==> config.mk <==
export PLATFORM = sky130hd
export DESIGN_NAME = vga_scan_ctrl
export DESIGN_NICKNAME = d
export VERILOG_FILES = /design/src/rtl/vga_pkg.sv /design/src/rtl/vga_delay_line.sv /design/src/rtl/vga_scan_ctrl.sv
export SDC_FILE = /design/constraint.sdc
export NUM_CORES = 1
export LEC_CHECK = 0
export BUFFER_PORTS_ARGS = -buffer_cell sky130_fd_sc_hd__buf_2
export CAP_MARGIN = 10
export CORE_MARGIN = 1.5
export CORE_UTILIZATION = 50
export DETAILED_ROUTE_END_ITERATION = 16
export MAX_ROUTING_LAYER = met4
export PLACE_DENSITY = 0.85
export SYNTH_ARGS = -nofsm -noshare
export SYNTH_HDL_FRONTEND = slang
export SYNTH_HIERARCHICAL = 1
export SYNTH_SLANG_ARGS = --single-unit
export TNS_END_PERCENT = 50
==> constraint.sdc <==
create_clock -name clk -period 2.33 [get_ports clk]
set_input_delay 0.466 -clock clk [delete_from_list [all_inputs] [get_ports clk]]
set_output_delay 0.466 -clock clk [all_outputs]
set_load 0.005 [all_outputs]
==> src/rtl/vga_pkg.sv <==
// Shared VGA timing, logical-grid and colour constants for the scan controller.
// Also holds the stage-0 timing bundle that travels down the alignment pipeline.
package vga_pkg;

   localparam int H_VISIBLE      = 640;
   localparam int H_FP           = 16;
   localparam int H_SYNC         = 96;
   localparam int H_BP           = 48;
   localparam int H_TOTAL        = H_VISIBLE + H_FP + H_SYNC + H_BP;
   localparam int V_VISIBLE      = 480;
   localparam int V_FP           = 10;
   localparam int V_SYNC         = 2;
   localparam int V_BP           = 33;
   localparam int V_TOTAL        = V_VISIBLE + V_FP + V_SYNC + V_BP;
   localparam int SPRITE_LATENCY = 1;

   localparam int LOG_W = 320;
   localparam int LOG_H = 240;
   localparam int X_W   = $clog2(LOG_W);
   localparam int Y_W   = $clog2(LOG_H);
   localparam int CNT_W = 10;

   localparam int R_BIT = 2;
   localparam int G_BIT = 1;
   localparam int B_BIT = 0;

   typedef struct packed {
      logic hs;
      logic vs;
      logic vis;
   } timing_t;

   localparam timing_t TIMING_IDLE = '{hs: 1'b1, vs: 1'b1, vis: 1'b0};

   function automatic logic [7:0] expand_bit(input logic b);
      return {8{b}};
   endfunction

endpackage

==> src/rtl/vga_delay_line.sv <==
// Fixed-depth register pipeline; every stage is visible so callers can tap
// intermediate delays. All stages load RESET_VAL on reset.
module vga_delay_line #(
   parameter int               DEPTH     = 2,
   parameter int               WIDTH     = 3,
   parameter logic [WIDTH-1:0] RESET_VAL = '0
) (
   input  logic                        clk,
   input  logic                        rst_n,
   input  logic [WIDTH-1:0]            din,
   output logic [DEPTH-1:0][WIDTH-1:0] taps
);

   // shift register: taps[i] is din delayed by i+1 clk
   always_ff @(posedge clk or negedge rst_n) begin
      if (!rst_n) begin
         taps <= {DEPTH{RESET_VAL}};
      end else begin
         taps[0] <= din;
         for (int i = 1; i < DEPTH; i++) begin
            taps[i] <= taps[i-1];
         end
      end
   end

endmodule

==> src/rtl/vga_scan_ctrl.sv <==
// VGA raster initiator: 2x2-scaled coordinates for the sprite, sync/blank
// delayed to line up with the sprite's registered colour, DAC pin drive.
module vga_scan_ctrl #(
   parameter int H_VISIBLE      = vga_pkg::H_VISIBLE,
   parameter int H_FP           = vga_pkg::H_FP,
   parameter int H_SYNC         = vga_pkg::H_SYNC,
   parameter int H_BP           = vga_pkg::H_BP,
   parameter int V_VISIBLE      = vga_pkg::V_VISIBLE,
   parameter int V_FP           = vga_pkg::V_FP,
   parameter int V_SYNC         = vga_pkg::V_SYNC,
   parameter int V_BP           = vga_pkg::V_BP,
   parameter int SPRITE_LATENCY = vga_pkg::SPRITE_LATENCY
) (
   input  logic                    clk,
   input  logic                    resetn,
   output logic [vga_pkg::X_W-1:0] xvga,
   output logic [vga_pkg::Y_W-1:0] yvga,
   input  logic [2:0]              color,
   output logic [7:0]              vga_r,
   output logic [7:0]              vga_g,
   output logic [7:0]              vga_b,
   output logic                    vga_hs,
   output logic                    vga_vs,
   output logic                    vga_blank_n,
   output logic                    vga_sync_n,
   output logic                    vga_clk,
   output logic                    frame_start
);

   import vga_pkg::*;

   localparam int H_TOTAL  = H_VISIBLE + H_FP + H_SYNC + H_BP;
   localparam int V_TOTAL  = V_VISIBLE + V_FP + V_SYNC + V_BP;
   localparam int HS_START = H_VISIBLE + H_FP;
   localparam int HS_END   = HS_START + H_SYNC;
   localparam int VS_START = V_VISIBLE + V_FP;
   localparam int VS_END   = VS_START + V_SYNC;
   localparam int D        = SPRITE_LATENCY + 1;
   // colour is gated by vis one stage earlier than the pins, since RGB adds a register
   localparam int MID      = (D >= 2) ? D - 2 : 0;

   logic                          pix_en_r;
   logic [CNT_W-1:0]              hcount_r;
   logic [CNT_W-1:0]              vcount_r;
   logic                          hwrap_s;
   logic                          vwrap_s;
   timing_t                       stage0_s;
   logic [D-1:0][$bits(timing_t)-1:0] taps_s;
   timing_t                       mid_s;
   timing_t                       out_s;
   logic [7:0]                    r_r;
   logic [7:0]                    g_r;
   logic [7:0]                    b_r;
   logic                          frame_start_r;

   assign hwrap_s = (hcount_r == CNT_W'(H_TOTAL - 1));
   assign vwrap_s = (vcount_r == CNT_W'(V_TOTAL - 1));

   // pixel enable: divide-by-2 of clk, starts low after reset
   always_ff @(posedge clk or negedge resetn) begin
      if (!resetn) begin
         pix_en_r <= 1'b0;
      end else begin
         pix_en_r <= ~pix_en_r;
      end
   end

   // raster counters, one step per pixel
   always_ff @(posedge clk or negedge resetn) begin
      if (!resetn) begin
         hcount_r <= '0;
         vcount_r <= '0;
      end else if (pix_en_r) begin
         if (hwrap_s) begin
            hcount_r <= '0;
            vcount_r <= vwrap_s ? '0 : vcount_r + CNT_W'(1);
         end else begin
            hcount_r <= hcount_r + CNT_W'(1);
         end
      end
   end

   // stage-0 timing and logical coordinates straight from the counters
   always_comb begin
      stage0_s.vis = (hcount_r < CNT_W'(H_VISIBLE)) && (vcount_r < CNT_W'(V_VISIBLE));
      stage0_s.hs  = !((hcount_r >= CNT_W'(HS_START)) && (hcount_r < CNT_W'(HS_END)));
      stage0_s.vs  = !((vcount_r >= CNT_W'(VS_START)) && (vcount_r < CNT_W'(VS_END)));
      if (stage0_s.vis) begin
         xvga = hcount_r[X_W:1];
         yvga = vcount_r[Y_W:1];
      end else begin
         xvga = '0;
         yvga = '0;
      end
   end

   vga_delay_line #(
      .DEPTH     (D),
      .WIDTH     ($bits(timing_t)),
      .RESET_VAL (TIMING_IDLE)
   ) u_align (
      .clk   (clk),
      .rst_n (resetn),
      .din   (stage0_s),
      .taps  (taps_s)
   );

   assign mid_s = timing_t'(taps_s[MID]);
   assign out_s = timing_t'(taps_s[D-1]);

   // RGB capture; blanking forces black regardless of returned colour
   always_ff @(posedge clk or negedge resetn) begin
      if (!resetn) begin
         r_r <= 8'h00;
         g_r <= 8'h00;
         b_r <= 8'h00;
      end else if (mid_s.vis) begin
         r_r <= expand_bit(color[R_BIT]);
         g_r <= expand_bit(color[G_BIT]);
         b_r <= expand_bit(color[B_BIT]);
      end else begin
         r_r <= 8'h00;
         g_r <= 8'h00;
         b_r <= 8'h00;
      end
   end

   // frame pulse on the pixel step that wraps the raster back to (0,0)
   always_ff @(posedge clk or negedge resetn) begin
      if (!resetn) begin
         frame_start_r <= 1'b0;
      end else begin
         frame_start_r <= pix_en_r & hwrap_s & vwrap_s;
      end
   end

   assign vga_r       = r_r;
   assign vga_g       = g_r;
   assign vga_b       = b_r;
   assign vga_hs      = out_s.hs;
   assign vga_vs      = out_s.vs;
   assign vga_blank_n = out_s.vis;
   assign vga_sync_n  = 1'b0;
   assign vga_clk     = pix_en_r;
   assign frame_start = frame_start_r;

endmodule

## Word-level counts from Yosys, hierarchy flattened

Index checks and enable logic that the tools add are counted.

- Register bits: 52
- Bits of input ports: 5
- Output and inout port bits: 47
- Logic and storage cells: 35

- Add/sub/neg operators: 2
- Order comparisons: 6
- Equal/unequal tests: 2
- Muxes and demuxes: 7
- Bitwise operators: 3
- Reductions and logical operators: 6

Operators with widths:

| operator | count |
|---|---|
| $mux W8 | 4 |
| $add A10 B1 Y10 const B | 2 |
| $eq A10 B10 Y1 const B | 2 |
| $lt A10 B10 Y1 const B | 2 |
| $lt A10 B9 Y1 const B | 2 |
| $mux W10 | 2 |
| $ge A10 B10 Y1 const B | 1 |
| $ge A10 B9 Y1 const B | 1 |
| $mux W9 | 1 |
| $logic_and A1 B1 Y1 | 3 |
| $and A1 B1 Y1 | 2 |
| $logic_not A1 Y1 | 2 |
| $reduce_and A2 Y1 | 1 |
| $not A1 Y1 | 1 |

## Longest topological paths before layout

Gate-level depths: netlist (run 1).

- Depth in word-level cells: 3
- Mapped depth: 6
- Depth with buffers taken out: 6

## By module

The synthesis (run 1) kept the hierarchy.

Modules (own cells, without submodules):

| module | instances | cells an instance | area an instance (µm²) | seq. area each (µm²) |
|---|---|---|---|---|
| vga_scan_ctrl | 1 | 168 | 1592.8 | 625.6 |
| vga_delay_line | 1 | 6 | 155.1 | 155.1 |

## Worst setup path after synthesis (run 1)

OpenSTA, ideal clock, no wires.

- Path kind: register to output
- Start point: reg vcount_r[5]
- End point: out xvga[7] in the netlist's numbering
- Arrival: 1.509 ns
- Required time: 1.864 ns
- Slack: 0.355 ns
- Cell stages (with the launch flop): 6
- Path buffers: 2
- Path through: dfrtp_1 > and4_1 > clkbuf_1 > nor3_1 > clkbuf_1 > and2_2

RTL lines:

| item | RTL line | source |
|---|---|---|
| start: declaration | vga_scan_ctrl.sv:44 | `logic [CNT_W-1:0] vcount_r;` |
| start signal: assignment | vga_scan_ctrl.sv:76 | `vcount_r <= vwrap_s ? '0 : vcount_r + CNT_W'(1);` |
| end: declaration | vga_scan_ctrl.sv:16 | `output logic [vga_pkg::X_W-1:0] xvga,` |

## Worst setup path in the final report (run 1)

- Start point: reg vcount_r[5]
- End point: out xvga[7] in the netlist's numbering

- Cells in the longest elaborated chain, start to end: 3

RTL lines:

| item | RTL line | source |
|---|---|---|
| $lt A10 B9 Y1 | vga_scan_ctrl.sv:85 | `stage0_s.vis = (hcount_r < CNT_W'(H_VISIBLE)) && (vcount_r < CNT_W'(V_VISIBLE));` |
| $logic_and A1 B1 Y1 | vga_scan_ctrl.sv:85 |  |
| $mux W9 | vga_scan_ctrl.sv:88 | `if (stage0_s.vis) begin` |

Every way passes these cells.

==> metrics.md, run 1 <==
| Metric | Value |
|---|---|
| Fillers | 296 |
| Pwr Density | 465 nW/um^2 |
| Vias in the first global route | 1153 |
| Worst Path Required | 1.86 ns |
| Setup bufs post-CTS | 0 |
| WL/cell | 12.3 um |
| Buffers and inverters on the worst path | 2 |
| Max-cap violations | 0 |
| WS Path Type | reg -> out |
| Async S/R FF share, synth | 1.00 |
| Part of the Yosys area used for sequential elements | 0.447 |
| Top FF cell, synth | dfrtp_1 |
| Largest cells by area after synthesis | dfrtp_1 39%, buf_4 9.4%, and2_1 6.1%, dfstp_2 6.0%, xor2_1 4.0% |
| CP max FO | 11 |
| Final max-slew violation count | 0 |
| Synth top cells by count | 27 x dfrtp_1, 22 x buf_4, 17 x and2_1 |
| Clk_lat worst skew | 0.34 ns |
| Endpoint type of the worst setup path | output pin |
| Worst path slowest cell | dfrtp_1 |
| Initial Util | 0.524 |
| Die area | 3860 um^2 |
| Reg2reg end | vcount_r[6] |
| CTS Hold Bufs | 0 |
| Reg2reg start | hcount_r[0] |
| Crit-path cells | and4_1 > nor3_2 > buf_4 > and2_2 > buf_2 |
| Rows | 21 |
| Min-delay worst type | in -> async |
| GRT overflow | 0 |
| Synthesized flop and latch total | 31 |
| N_diodes | 0 |
| Layout cell share with drive strength beyond 1 | 0.354 |
| VDD IR-drop max | 234 uV |
| Mapped cell area | 1750 um^2 |
| P_leak | 0.962 nW |
| Post-layout util | 0.580 |
| Yosys warns | 6 |
| Detail Route Antenna Nets | 0 |
| Hpwl dp | 2270 um |
| CTS tree | yes |
| First-pass GRT wire length | 5260 um |
| CP arrival | 1.73 ns |
| CTS Buffer Depth | 2 |
| Syn Inst Count | 174 |
| Number of synthesized flops with an enable pin | 0 |
| Setup TNS | 0 ns |
| H-tree depth | 2 |
| Nets | 215 |
| Reg clk slew, reported paths | 0.09 ns |
| Routability-driven placement congestion ratio | 0.861 |
| Post-synth top area share | 0.387 |
| Drt via density | 5.08 |
| Die Span Y | 62.1 um |
| Netlist cell types | 39 |
| Post-synth top area cell | dfrtp_1 |
| Worst-Margin Slew | 0.657 ns |
| Post-CTS Resized | 0 |
| GRT Util Overall | 0.180 |
| Syn-to-layout area delta | 10.7% |
| Status | complete, no violations |
| CORE AREA | 3340 um^2 |
| DR DRC count | 0 |
| I/O Pins | 52 |
| Fmax | 455 MHz |
| Initial DRC count | 24 |
| Die Width | 62.1 um |
| Worst Reg-to-Reg Cells | 5 |
| Hold Vio Cnt, Final | 0 |
| CTS Sinks | 31 |
| Total Routed Length | 3090 um |
| Top-count cell post-synth | dfrtp_1 |
| Syn nets | 183 |
| Initial antenna violation count | 0 |
| Skew final | 0.00481 ns |
| Crit path max-delay family | simple AND/OR/NAND/NOR gates |
| Mean Syn Cell Area | 10.0 um^2 |
| Fin crit share | 0.943 |
| Largest net degree at the start of global routing | 32 |
| Port Buf Inserts | 50 |
| Drt first pass iters | 4 |
| Kind of start point of the critical path | flop |
| Root buf cell | clkbuf_4 |
| Period minus WS final | 2.20 ns |
| Reg2reg setup slack | 0.45 ns |
| Total CTS buffers | 5 |
| DR vias | 1280 |
| Max_slew headroom | 0.562 |
| RSZ-0062 raised after global routing | false |
| Endpoints failing setup | 0 |
| Worst stage delay on the critical path | 0.46 ns |
==> metal layers <==
metal  track usage  vias to the layer above  wire (um)  part of all wire
li1              -                      629          -                 -
met1         0.220                      593       1460              0.47
met2         0.269                       52       1370              0.44
met3        0.0507                        6        194             0.063
met4         0.100                        0         70             0.023
met5             -                        -          0                 0
==> report_power, final <==
group / total (W) / internal, W / switching, W
Sequential: 0.000544 / 0.000541 / 0.00000365
Combinational: 0.0000373 / 0.0000170 / 0.0000203
Clock: 0.000319 / 0.000139 / 0.000180
Total: 0.000901 / 0.000697 / 0.000204
==> cells in the final DEF, fill, tap and decap left out, types with 5 or more instances in the layout <==
cell,instances
and2_1,17
buf_2,50
clkbuf_4,5
dfrtp_1,27
inv_1,7
nand2_1,15
nand3_1,6
nand4_1,5
nor2_1,10
o21ai_0,5
xor2_1,8
==> how the worst max path moves through the flow <==
| stage | startpoint | to | slack, ns | cells after the start |
|---|---|---|---|---|
| 2_1_floorplan | vcount_r[5] | xvga[7] | 0.35 | 5 |
| 6_report | vcount_r[5] | xvga[7] | 0.13 | 5 |
| 3_3_place_gp | vcount_r[5] | xvga[7] | 0.51 | 5 |
| 3_5_place_dp | vcount_r[5] | xvga[7] | 0.46 | 5 |
| 5_1_grt | vcount_r[5] | yvga[1] | 0.02 | 5 |
| 4_1_cts | vcount_r[5] | xvga[7] | 0.08 | 5 |
==> cell families after synthesis <==
family | share of synthesized area
AO/OA/AOI/OAI | 0.0637
XOR/XNOR | 0.0501
adder cells (fa/ha/maj) | 0.0286
buffers and inverters | 0.132
flip-flops | 0.447
other | 0.00215
AND/OR/NAND/NOR | 0.277
==> flip-flops by register name, indices dropped and copies added, names as in the netlist <==
register,count
vga_clk,1
vga_g,1
frame_start,1
vga_b,1
vga_r,1
vcount_r,10
hcount_r,10
u_align/taps,6
==> cell type report <==
class,count,area [um^2],area share
inverter,7,26.3,0.0136
sequential,31,781,0.403
timing repair buffer,53,273,0.141
tap,46,57.6,0.0297
multi-input combinational,108,742,0.383
clock buffer,6,51.3,0.0265
clock inverter,1,5.00,0.00259
==> worst reg2reg max path, stage by stage, from the launching register on <==
cell and delay (ns):
dfrtp_1 0.42, ha_1 0.20, nand2_1 0.13, or4b_4 0.67
nor3_4 0.22, xor2_1 0.16
==> metrics by stage <==
stage / std cells / setup slack (ns) / power [W] / cell area, um^2 / hold slack (ns)
floorplan: 174 / 0.355 / 0.000588 / 1750 / 0.170
global placement: 245 / 0.511 / 0.000593 / 1870 / 0.346
detailed placement: 245 / 0.457 / 0.000593 / 1870 / 0.347
CTS: 252 / 0.0783 / 0.000911 / 1930 / 0.170
global route: 252 / 0.0238 / 0.000945 / 1940 / 0.184
finish: 252 / 0.133 / 0.000901 / 1940 / 0.149
(Power assumes the default switching activity.)
==> inputs of run 2 (changes only) <==
--- a/config.mk
+++ b/config.mk
@@ -9,6 +9,7 @@
 export CAP_MARGIN = 10
 export CORE_MARGIN = 1.5
 export CORE_UTILIZATION = 50
+export CTS_BUF_LIST = sky130_fd_sc_hd__clkbuf_16
 export DETAILED_ROUTE_END_ITERATION = 16
 export MAX_ROUTING_LAYER = met4
 export PLACE_DENSITY = 0.85
==> run 2 against run 1 <==
Count of clock-buffer cells in the layout is 1 lower. Clock skew is 0.0018 ns lower. Global-route usage is 0.93 points higher. Utilization is 2.2 points higher.
==> metrics.md, run 2 (synthesized netlist as in run 1, its figures left out) <==
| Metric | Value |
|---|---|
| Design area | 2010 um^2 (+3.7%) |
| Setup TNS | 0 ns (unchanged) |
| Syn-to-layout area delta | 14.9% |
| Switching share of power | 0.199 (-0.0272) |
| Routability-driven placement congestion ratio | 0.861 (unchanged) |
| Total Routed Length | 3150 um (+1.9%) |
| Initial DRC count | 36 (+50%) |
| DR WL met3 | 201 um (+3.6%) |
| RSZ-0062 raised after global routing | false |
| Psw | 0.000234 W (+15%) |
| Metal-1 WL | 1430 um (-1.8%) |
| Setup bufs post-CTS | 0 (unchanged) |
| DR WL met2 | 1420 um (+3.2%) |
| Die Width | 62.1 um (unchanged) |
| Initial antenna violation count | 0 (unchanged) |
| Largest regs | hcount_r (10), vcount_r (10), u_align/taps (6) |
| Max-cap violations | 0 (unchanged) |
| Logic pwr share | 0.032 (-0.009) |
| Skew final | 0.00298 ns (-0.00183 ns) |
| Reg clk slew, reported paths | 0.05 ns (-0.04 ns) |
| Post-CTS Resized | 0 (unchanged) |
| Nets | 215 (unchanged) |
| First-pass GRT wire length | 5460 um (+3.9%) |
| WS Path Type | reg -> out |
| Total CTS buffers | 5 (unchanged) |
| Worst stage delay on the critical path | 0.44 ns (-0.02 ns) |
| Endpoint type of the worst setup path | output pin |
| CP arrival | 1.75 ns (+0.02 ns) |
| CTS Hold Bufs | 0 (unchanged) |
| Worst-Margin Slew | 0.653 ns (-0.00413 ns) |
| CP startpoint | vcount_r[5] |
| Drt via density | 5.19 (+2.1%) |
| CTS Sinks | 31 (unchanged) |
| Clock Power Share | 0.504 (+0.149) |
| DP Area | 1870 um^2 (unchanged) |
| Most frequent cells in the layout | 50 x buf_2, 27 x dfrtp_1, 17 x and2_1, 15 x nand2_1, 10 x nor2_1 |
| VDD IR-drop max | 277 uV (+18%) |
| H-tree depth | 2 (unchanged) |
| Clk_lat worst skew | 0.27 ns (-0.07 ns) |
| Worst Reg-to-Reg Cells | 5 (unchanged) |
| Worst path slowest cell | dfrtp_1 |
| Min-delay worst type | in -> async |
| DR vias | 1307 (+2.1%) |
| GRT overflow | 0 (unchanged) |
| CTS tree | yes |
| P_int | 0.000942 W (+35%) |
| Reg2reg end | vcount_r[8] |
| Largest net degree at the start of global routing | 32 (unchanged) |
| Hpwl dp | 2270 um (unchanged) |
| Reg2reg setup slack | 0.47 ns (+0.02 ns) |
| Layout cell share with drive strength beyond 1 | 0.345 (-0.00971) |
| CP max FO | 11 (unchanged) |
| Sequential Power Share | 0.465 (-0.139) |
| GRT Util Overall | 0.189 (+0.00931) |
| Max_slew headroom | 0.558 (-0.00338) |
| Detail Route Antenna Nets | 0 (unchanged) |
| Status | complete, no violations |
| Top sig layer | met4 |
| Period minus WS final | 2.22 ns (+0.0233 ns) |
| Crit-path cells | and4_1 > nor3_1 > buf_4 > and2_1 > buf_2 |
| Fin crit share | 0.953 (+0.0100) |
| CORE AREA | 3340 um^2 (unchanged) |
| Worst Path Required | 1.86 ns (about the same) |
| I/O Pins | 52 (unchanged) |
| Buffers and inverters on the worst path | 2 (unchanged) |
| Vias in the first global route | 1180 (+2.3%) |
| Root buf cell | clkbuf_16 |
| Hold_ws | 0.220 ns (+0.0712 ns) |
| Reg2reg start | hcount_r[0] |
| Fmax | 450 MHz (-1.0%) |
| Crit path max-delay family | simple AND/OR/NAND/NOR gates |
| P_leak | 0.994 nW (+3.3%) |
| CTS Buffer Depth | 2 (unchanged) |
| Port Buf Inserts | 50 (unchanged) |
| Commonest non-fill, non-tap cell in the layout | buf_2 |
| WL/cell | 12.5 um (+1.9%) |
| Kind of start point of the critical path | flop |
| Rows | 21 (unchanged) |
| DR DRC count | 0 (unchanged) |
| N_diodes | 0 (unchanged) |
| Final max-slew violation count | 0 (unchanged) |
| Pwr Density | 586 nW/um^2 (+26%) |
| Die area | 3860 um^2 (unchanged) |
| Drt first pass iters | 4 (unchanged) |
| Hold Vio Cnt, Final | 0 (unchanged) |
| Initial Util | 0.524 (unchanged) |
| Post-layout util | 0.602 (+0.0217) |
| Endpoints failing setup | 0 (unchanged) |
| Die Span Y | 62.1 um (unchanged) |
run 2: changes by cell type in the layout (fill, tap and decap cells not counted):
cell and change:
nor3_1 +1, clkbuf_4 -5, nor3_2 -1, clkbuf_16 +5, clkbuf_8 -1, clkinv_1 +1
run 2: cell type report:
| type | count | area [um^2] |
|---|---|---|
| clock buffer | 5 | 125 |
| sequential | 31 | 781 |
| inverter | 7 | 26.3 |
| multi-input combinational | 108 | 737 |
| fill | 288 | 1330 |
| clock inverter | 2 | 8.76 |
| timing repair buffer | 53 | 273 |
| tap | 46 | 57.6 |
run 2: through the flow:
step	total power (W)	setup slack, ns	instances
5_1_grt	0.00123	0.0110	252
2_1_floorplan	0.000588	0.355	174
3_5_place_dp	0.000593	0.457	245
6_report	0.00118	0.110	252
3_3_place_gp	0.000593	0.511	245
4_1_cts	0.00119	0.131	252
run 2: power groups by stage:
stage,registers (W),clock network [W],logic [W]
floorplan,0.000556,0,0.0000317
finish,0.000546,0.000592,0.0000372
global placement,0.000555,0,0.0000383
global route,0.000546,0.000643,0.0000415
CTS,0.000546,0.000608,0.0000384
detailed placement,0.000555,0,0.0000384
run 2: worst max-delay path by stage:
stage	endpoint	cells past startpoint
2_1_floorplan	xvga[7]	5
3_3_place_gp	xvga[7]	5
3_5_place_dp	xvga[7]	5
4_1_cts	yvga[3]	5
5_1_grt	yvga[3]	5
6_report	yvga[3]	5
run 2: routing by layer:
metal  vias up  GRT usage
li1        630          -
met1       609      0.222
met2        59      0.288
met3         9     0.0562
met4         0      0.111
met5         -          -
run 2: worst reg2reg max path: stages, from the launching register on:
cell	delay, ns
dfrtp_1	0.40
ha_1	0.20
nand2_1	0.13
or4b_4	0.67
nor3_4	0.22
xor2_1	0.16
==> inputs of run 3 (changes only) <==
--- a/config.mk
+++ b/config.mk
@@ -12,7 +12,7 @@
 export CTS_BUF_LIST = sky130_fd_sc_hd__clkbuf_16
 export DETAILED_ROUTE_END_ITERATION = 16
 export MAX_ROUTING_LAYER = met4
-export PLACE_DENSITY = 0.85
+export PLACE_DENSITY = 0.87
 export SYNTH_ARGS = -nofsm -noshare
 export SYNTH_HDL_FRONTEND = slang
 export SYNTH_HIERARCHICAL = 1
==> run 3 against run 2 <==
Utilization grew 0.11 points. Setup slack better by 0.016 ns. Critical path type unchanged. Critical endpoint is now xvga[7]. Critical path depth stayed put. Wire length grew 4.3%. Clock skew grew 0.0019 ns. Combinational power is 2% higher.
==> metrics.md, run 3 (synthesized netlist as in run 1, its figures left out) <==
| Metric | Value |
|---|---|
| Post-layout util | 0.603 (+0.00113) |
| Largest net degree at the start of global routing | 32 (unchanged) |
| RSZ-0062 raised after global routing | false |
| DR DRC count | 0 (unchanged) |
| Met2 Resource Use GR | 0.298 (+0.00951) |
| CP max FO | 11 (unchanged) |
| Layout cell share with drive strength beyond 1 | 0.343 (-0.00167) |
| Root buf cell | clkbuf_16 |
| Kind of start point of the critical path | flop |
| Worst path slowest cell | dfrtp_1 |
| Die area | 3860 um^2 (unchanged) |
| Crit-path cells | and4_1 > nor3_1 > buf_4 > and2_2 > buf_2 |
| Initial antenna violation count | 0 (unchanged) |
| Design area | 2010 um^2 (+0.19%) |
| Logic pwr share | 0.032 (about the same) |
| Endpoints failing setup | 0 (unchanged) |
| Post-CTS Resized | 0 (unchanged) |
| Crit path max-delay family | simple AND/OR/NAND/NOR gates |
| Max_slew headroom | 0.551 (-0.00751) |
| Detail Route Antenna Nets | 0 (unchanged) |
| Largest regs | hcount_r (10), vcount_r (10), u_align/taps (6) |
| Drt via density | 5.15 (-0.70%) |
| Pwr Density | 587 nW/um^2 (+0.24%) |
| Setup TNS | 0 ns (unchanged) |
| Die Width | 62.1 um (unchanged) |
| Fin crit share | 0.946 (-0.00665) |
| Worst-Margin Slew | 0.674 ns (+0.0205 ns) |
| First-pass GRT wire length | 5680 um (+3.9%) |
| Met3 usage | 0.0525 (-0.00362) |
| DR vias | 1303 (-0.31%) |
| Rows | 21 (unchanged) |
| Initial Util | 0.524 (unchanged) |
| CTS Sinks | 31 (unchanged) |
| Final max-slew violation count | 0 (unchanged) |
| Clock Power Share | 0.506 (+0.002) |
| Drt first pass iters | 4 (unchanged) |
| Clk_lat worst skew | 0.27 ns (about the same) |
| Worst stage delay on the critical path | 0.44 ns (about the same) |
| DP Area | 1870 um^2 (unchanged) |
| CP arrival | 1.74 ns (about the same) |
| M1 GR Usage | 0.239 (+0.0163) |
| GRT Util Overall | 0.193 (+0.00465) |
| Status | complete, no violations |
| Port Buf Inserts | 50 (unchanged) |
| Critical path depth | 5 (unchanged) |
| Psw | 0.000237 W (+1.2%) |
| Switching share of power | 0.201 (+0.00155) |
| Setup bufs post-CTS | 0 (unchanged) |
| Sequential Power Share | 0.462 (-0.003) |
| Worst Reg-to-Reg Cells | 4 (-1) |
| Period minus WS final | 2.20 ns (-0.0155 ns) |
| Syn-to-layout area delta | 15.1% |
| VDD IR-drop max | 257 uV (-7.3%) |
| Buffers and inverters on the worst path | 2 (unchanged) |
| Max-cap violations | 0 (unchanged) |
| CTS tree | yes |
| P_int | 0.000944 W (+0.24%) |
| Nets | 215 (unchanged) |
| Most frequent cells in the layout | 50 x buf_2, 27 x dfrtp_1, 17 x and2_1, 15 x nand2_1, 10 x nor2_1 |
| Min-delay worst type | in -> async |
| I/O Pins | 52 (unchanged) |
| Worst Path Required | 1.86 ns (about the same) |
| Hold Vio Cnt, Final | 0 (unchanged) |
| CORE AREA | 3340 um^2 (unchanged) |
| Skew final | 0.00492 ns (+0.00194 ns) |
| H-tree depth | 2 (unchanged) |
| Endpoint type of the worst setup path | output pin |
| Fmax | 454 MHz (+0.70%) |
| Total CTS buffers | 5 (unchanged) |
| Commonest non-fill, non-tap cell in the layout | buf_2 |
| N_diodes | 0 (unchanged) |
| Busiest grt layer | met2 |
| Routability-driven placement congestion ratio | 0.898 (+4.3%) |
| P_leak | 0.999 nW (+0.54%) |
| Vias in the first global route | 1240 (+5.1%) |
| Hpwl dp | 2320 um (+2.2%) |
| Total Routed Length | 3290 um (+4.3%) |
| Initial DRC count | 49 (+36%) |
| Die Span Y | 62.1 um (unchanged) |
| CTS Hold Bufs | 0 (unchanged) |
| GRT overflow | 0 (unchanged) |
| Reg clk slew, reported paths | 0.05 ns (about the same) |
| CTS Buffer Depth | 2 (unchanged) |
| WL/cell | 13.0 um (+3.9%) |
| WS Path Type | reg -> out |
-- run 3: cell count changes in the layout (fill, tap and decap cells not counted) --
cell and delta:
inv_1 +1
-- run 3: worst register-to-register path: stages (launching register included) --
cell	delay, ns
dfrtp_1	0.55
nand2_1	0.21
or4b_4	0.67
nor3_2	0.21
xor2_1	0.16
-- run 3: stage by stage --
step                worst slack [ns]  power, W  hold WS (ns)  std cells
CTS                            0.130   0.00120         0.248        253
finish                         0.125   0.00118         0.226        253
detailed placement             0.448  0.000594         0.351        245
global placement               0.511  0.000593         0.346        245
floorplan                      0.355  0.000588         0.170        174
global route                  0.0411   0.00123         0.286        253
-- run 3: area by class of cell --
cell class                      instances  area, um^2
Clock buffer                            5         125
Clock inverter                          3        12.5
Fill cell                             295        1330
Inverter                                7        26.3
Multi-Input combinational cell        108         737
Sequential cell                        31         781
Tap cell                               46        57.6
Timing Repair Buffer                   53         273
-- run 3: worst paths after layout --
check | start | endpoint | slack, ns
setup / recovery | vcount_r[5] | xvga[7] | 0.13
setup reg to reg | vga_clk | vcount_r[7] | 0.46
hold reg to reg | u_align/taps[1] | u_align/taps[4] | 0.36
min in group clk | u_align/taps[1] | u_align/taps[4] | 0.36
max in group asynchronous | resetn | hcount_r[2] | 1.66
hold / removal | resetn | vcount_r[4] | 0.23
-- run 3: power groups by stage --
stage               combinational [W]  sequential [W]  clock [W]
global route                0.0000421        0.000546   0.000639
floorplan                   0.0000317        0.000556          0
finish                      0.0000378        0.000546   0.000597
CTS                         0.0000390        0.000546   0.000610
detailed placement          0.0000389        0.000555          0
global placement            0.0000384        0.000554          0
-- run 3: metal layers --
metal  part of all wire  vias up  routed length (um)
met1               0.46      616                1510
met5                  0        -                   0
met2               0.47       57                1560
met4             0.0082        0                  27
li1                   -      628                   -
met3              0.058        2                 191
